==> config.mk <==
export PLATFORM = sky130hd
export DESIGN_NAME = stream_mux_n
export DESIGN_NICKNAME = d
export VERILOG_FILES = /design/src/rtl/stream_mux_n.sv
export SDC_FILE = /design/constraint.sdc
export NUM_CORES = 1
export LEC_CHECK = 0
export BUFFER_PORTS_ARGS = -buffer_cell sky130_fd_sc_hd__buf_2
export CAP_MARGIN = 30
export CORE_MARGIN = 2
export CORE_UTILIZATION = 42
export CTS_CLUSTER_SIZE = 28
export DETAILED_ROUTE_END_ITERATION = 7
export PLACE_DENSITY_LB_ADDON = 0.1
export SLEW_MARGIN = 10
export SYNTH_ARGS = -nofsm -noshare
export SYNTH_HDL_FRONTEND = slang
export SYNTH_SLANG_ARGS = --single-unit
export TNS_END_PERCENT = 20
==> constraint.sdc <==
create_clock -name clk -period 2.8 [get_ports clk]
set_input_delay 0.14 -clock clk [delete_from_list [all_inputs] [get_ports clk]]
set_output_delay 0.14 -clock clk [all_outputs]
set_load 0.05 [all_outputs]
==> src/rtl/stream_mux_n.sv <==
// stream_mux_n: parametrised N:1 stream multiplexer with a single registered
// output stage and valid/ready handshake on every port.
// Optional feature: define MUX_RR_EN to add the rr_mode port and a
// round-robin pointer; without it the mux is fixed-select only.
module stream_mux_n #(
  parameter int WIDTH = 32,
  parameter int N     = 4,
  localparam int SELW = $clog2(N)
) (
  input  logic               clk,
  input  logic               rst_n,
  input  logic [N*WIDTH-1:0] in_data,
  input  logic [N-1:0]       in_valid,
  output logic [N-1:0]       in_ready,
  input  logic [SELW-1:0]    sel,
  output logic [WIDTH-1:0]   out_data,
  output logic               out_valid,
  input  logic               out_ready,
  output logic [SELW-1:0]    out_ch
`ifdef MUX_RR_EN
  ,
  input  logic               rr_mode
`endif
);

  logic             can_load;
  logic             chan_ok;
  logic             chan_valid;
  logic             xfer;
  logic [SELW-1:0]  chan;
  logic [WIDTH-1:0] chan_data;

  assign can_load = !out_valid || out_ready;

`ifdef MUX_RR_EN
  // Pointer resets to the last channel so channel 0 wins first.
  localparam logic [SELW-1:0] PTR_RST = SELW'(N - 1);

  logic [SELW-1:0] ptr;
  logic [SELW-1:0] rr_chan;
  int              rr_idx;
  logic            rr_found;

  // Round-robin search: first valid channel after ptr, wrapping modulo N.
  always_comb begin
    rr_chan  = SELW'((int'(ptr) + 1) % N);
    rr_found = 1'b0;
    rr_idx   = 0;
    for (int k = 1; k <= N; k++) begin
      rr_idx = (int'(ptr) + k) % N;
      if (!rr_found && in_valid[rr_idx]) begin
        rr_chan  = SELW'(rr_idx);
        rr_found = 1'b1;
      end
    end
  end

  assign chan = rr_mode ? rr_chan : sel;

  // Pointer advances to the channel that actually transferred.
  always_ff @(posedge clk or negedge rst_n) begin
    if (!rst_n) begin
      ptr <= PTR_RST;
    end else if (xfer) begin
      ptr <= chan;
    end
  end
`else
  assign chan = sel;
`endif

  // Decode the chosen channel; a select beyond N-1 matches nothing.
  always_comb begin
    chan_ok    = 1'b0;
    chan_valid = 1'b0;
    chan_data  = '0;
    for (int i = 0; i < N; i++) begin
      if (SELW'(i) == chan) begin
        chan_ok    = 1'b1;
        chan_valid = in_valid[i];
        chan_data  = in_data[i*WIDTH +: WIDTH];
      end
    end
  end

  // Only the chosen channel sees ready, and only when the output can take a word.
  // Ready is also held low while reset is asserted.
  always_comb begin
    in_ready = '0;
    for (int i = 0; i < N; i++) begin
      in_ready[i] = rst_n && can_load && chan_ok && (SELW'(i) == chan);
    end
  end

  assign xfer = can_load && chan_ok && chan_valid;

  // Output register: load on transfer, otherwise clear valid once taken.
  always_ff @(posedge clk or negedge rst_n) begin
    if (!rst_n) begin
      out_valid <= 1'b0;
      out_data  <= '0;
      out_ch    <= '0;
    end else if (xfer) begin
      out_valid <= 1'b1;
      out_data  <= chan_data;
      out_ch    <= chan;
    end else if (out_ready) begin
      out_valid <= 1'b0;
    end
  end

endmodule
-- Word-level counts from Yosys, hierarchy flattened
Cells that the tools add are included.
- equal/unequal tests: 3
- mux-type cells: 14
- reduce and logical (&&, ||, !) cells: 12
- operator list (operator ; count):
    2-to-1 mux 32 bit ; 4
    2-to-1 mux 1 bit ; 10
    logical AND 1 bit ; 8
    == test 2 bit (first input constant) ; 2
    == test 1 x 2 -> 1 bit (first input constant) ; 1
    logical NOT 2 bit ; 1
    nonzero test 2 bit ; 1
    logical NOT 1 bit ; 1
    logical OR 1 bit ; 1
- register bits after elaboration: 35
- bits of input ports: 137
- output and inout bits: 39
- word-level logic and storage cells: 32

-- Depth between registers and ports, before layout
- depth after elaboration: 8
- depth in mapped cells: 5
- depth with buffers taken out: 4

-- Least setup slack after synthesis
Ideal clock, no wire load.
- path type: reg-to-output
- start: register out_valid
- end: output port in_ready[0]
- arrival: 1.964 ns
- required time: 2.660 ns
- slack: 0.696 ns
- stages on the path, launching flop included: 4
- path buffers: 0
- cells stage by stage: dfrtp_1 nand2b_1 nand2_1 nor3_1
- word-level cells in the longest chain between the ends: 5
- RTL lines (what ; line ; source):
    from (decl) ; 17 ; output logic out_valid,
    from (signal assigned) ; 100 ; out_valid <= 1'b0;
    from (signal assigned) ; 104 ; out_valid <= 1'b1;
    from (signal assigned) ; 108 ; out_valid <= 1'b0;
    logical NOT 1 bit ; 33 ; assign can_load = !out_valid || out_ready;
    logical OR 1 bit ; 33 ;
    logical AND 1 bit (3 in a row) ; 91 ; in_ready[i] = rst_n && can_load && chan_ok && (SELW'(i) == chan);
    to (decl) ; 14 ; output logic [N-1:0] in_ready,
Every way passes these cells.

-- Worst setup path in the final report
- start: input port rst_n
- end: output port in_ready[0]
- word-level cells in the longest chain between the ends: 3
- RTL lines (what ; line ; source):
    from (decl) ; 11 ; input logic rst_n,
    logical AND 1 bit (3 in a row) ; 91 ;
Every way passes these cells.

==> flow_metrics.env <==
export IMPL_outcome="completed"
export IMPL_grt_pass1_wl_um=8270
export IMPL_arrival_ps=1560
export IMPL_endpoint="in_ready[0]"
export IMPL_timing_fmax_mhz=588
export IMPL_regToRegSetupSlack_ps=1110
export IMPL_cts_sinks=35
export IMPL_syn_nets=265
export IMPL_fill_cells=426
export IMPL_hold_buffers=1
export IMPL_cts_max_path_buffers=2
export IMPL_final_antenna_net_count=0
export IMPL_rows=26
export IMPL_p_per_area_nw_per_um2=649
export IMPL_critical_path_top_delay_family="buffers and inverters"
export IMPL_overflow=0
export IMPL_clk_insertion_delay_late_ps=280
export IMPL_cap_violations=0
export IMPL_grtUsageMet2_pct=36.9
export IMPL_critical_path_startpoint="rst_n"
export IMPL_synth_area_leaders="dfrtp_1 40%, mux4_2 33%, mux2_2 15%"
export IMPL_max_stage_delay_ps=530
export IMPL_dpl_cell_count=368
export IMPL_path_max_fanout=16
export IMPL_synth_area_um2=2170
export IMPL_initial_core_util_pct=43.1
export IMPL_vias=1916
export IMPL_busiest_layer="met2"
export IMPL_die_area_um2=5760
export IMPL_cp_data_required_time_ps=2660
export IMPL_grt_met1_usage_pct=21.1
export IMPL_fin_crit_sh_pct=60.8
export IMPL_clk_pin_slew_ps=70
export IMPL_synth_top_cell_area_share_pct=40.3
export IMPL_grt_pass1_vias=1886
export IMPL_leakagePower_uw=0.00158
export IMPL_min_period_ps=1700
export IMPL_drtIter0Drc=40
export IMPL_nNetsFinal=443
export IMPL_crit_top_cell="buf_2"
export IMPL_wire_per_inst_um=15.2
export IMPL_antenna_cells=0
export IMPL_crit_buf_inv=3
export IMPL_via_per_inst=5.08
export IMPL_final_cells=377
export IMPL_endpoint_kind="output pin"
export IMPL_cts_tree="yes"
export IMPL_hold_path_class="in2reg"
export IMPL_hold_viol_final=0
export IMPL_ys_seq_elements=35
export IMPL_drt_total_wl_um=5720
export IMPL_grt_max_degree=23
export IMPL_post_synth_cell_area_avg_um2=17.0
export IMPL_slowest_stage="dlygate4sd3_1"
export IMPL_cts_buffers=5
export IMPL_fin_skew_ps=1.82
export IMPL_cts_setup_buffers=0
export IMPL_root_buffer="clkbuf_8"
export IMPL_ioPinCount=176
export IMPL_reg2reg_depth=5
export IMPL_final_cell_mix="175 x buf_2, 35 x dfrtp_1, 32 x mux4_2"
export IMPL_cts_repair_resized=0
export IMPL_tightest_slew_ps=488
export IMPL_synthesis_instances=128
export IMPL_place_ws_ps=901
export IMPL_finalWorstSetupSlack_ps=1100
export IMPL_finalSetupTns_ps=0
export IMPL_critPathKind="in2out"
export IMPL_startpoint_type="primary input"
export IMPL_crit_cells=5
export IMPL_ir_worst_vdd_v=0.000346
export IMPL_coreArea_um2=5040
export IMPL_ys_seq_area_share_pct=40.3
export IMPL_drc=0
export IMPL_htree_levels=2
export IMPL_place_congestion=0.746
export IMPL_finalMaxSlewViolations=0
export IMPL_syn2layout_area_growth_pct=47.0
export IMPL_final_common_cell="buf_2"
export IMPL_io_buffers=175
export IMPL_layout_drive_gt1_share_pct=81.4
export IMPL_setup_viol=0
export IMPL_ys_types=20
export IMPL_die_h_um=75.9
export IMPL_synth_top_area_cell="dfrtp_1"
export IMPL_firstDrtPassIters=4
export IMPL_path_cells="dlygate4sd3_1 > buf_2 > nand2_1 > nor3_1 > buf_2"
export IMPL_grt_usage_pct=19.7
export IMPL_dp_hpwl_um=4770
export IMPL_fin_worst_hold_slack_ps=226
export IMPL_rsz0062_at_grt="no"
export IMPL_r2r_start="out_valid$_DFFE_PN0P_"
export IMPL_yosysWarnings=0
export IMPL_antenna_found_initial=0
export IMPL_relSlewSlack_pct=67.5
export IMPL_r2r_end="out_data[29]$_DFFE_PN0P_"
export IMPL_use_met3_pct=4.76
export IMPL_dieWidth_um=75.9
## flip-flops by register name (all words and copies together) (netlist names)
register,cells
out_data,32
out_valid,1
out_ch,2
## metal layers
layer / wire [µm] / vias up
li1: - / 868
met1: 1990 / 937
met3: 569 / 6
met5: 0 / -
met4: 51 / 0
met2: 3110 / 105
## power by group
part	switching, µW	total (µW)	leakage (µW)	internal (µW)
combinational	683	1030	0.00113	349
clock	167	341	0.0000422	174
sequential	61.0	699	0.000408	638
total	911	2070	0.00158	1160
## worst min-delay path, cell delays in order
cell and delay [ps]:
buf_2 70, mux2_4 140, mux2i_1 60, nand2_1 60
## cell families (layout without fill, tap and decap cells)
logic type / Yosys count / count (layout) / share of synthesized area (%)
mux: 68 / 68 / 52.2
flops: 35 / 35 / 40.3
buf+inv: 13 / 192 / 3.98
simple gates: 10 / 10 / 2.31
compound gates: 2 / 2 / 1.21
## worst min-delay path by stage
stage	start	to	depth (start not counted)	slack, ps
finish	in_valid[1]	out_valid$_DFFE_PN0P_	4	230
global route	in_valid[1]	out_valid$_DFFE_PN0P_	4	250
CTS	in_valid[1]	out_valid$_DFFE_PN0P_	4	210
floorplan	rst_n	out_ch[0]$_DFFE_PN0P_	0	-160
global placement	rst_n	out_data[9]$_DFFE_PN0P_	1	70
detailed placement	rst_n	out_data[31]$_DFFE_PN0P_	1	80
## layout make-up
cell class,instances,area [µm²],share of cell area [%]
Clock buffer,7,76.3,2.39
Clock inverter,1,5.00,0.157
Inverter,2,7.51,0.235
Multi-Input combinational cell,80,1210,37.9
Sequential cell,35,876,27.4
Tap cell,70,87.6,2.74
Timing Repair Buffer,182,931,29.2
## stage by stage
step | power [µW] | util [%] | cell area [µm²]
floorplan | 1460 | - | 2170
global placement | 1730 | 61.5 | 3100
detailed placement | 1750 | 61.5 | 3100
CTS | 2100 | 63.3 | 3190
global route | 2180 | 63.3 | 3190
finish | 2070 | 63.3 | 3190
## cell usage after synthesis
| cell type | n |
|---|---|
| buf_4 | 1 |
| o21ai_0 | 1 |
| mux2_2 | 28 |
| buf_2 | 3 |
| clkbuf_1 | 2 |
| nand2_1 | 2 |
| buf_6 | 4 |
| a31oi_4 | 1 |
| nand3_1 | 2 |
| inv_1 | 2 |
| mux2_1 | 5 |
| mux4_2 | 32 |
| nand2b_1 | 1 |
| nor3_1 | 2 |
| dfrtp_1 | 35 |
| mux2i_1 | 1 |
| and3b_1 | 1 |
| buf_1 | 1 |
| mux2_4 | 2 |
| nor2_1 | 2 |
Note: power is estimated with default switching activity, not from simulation.
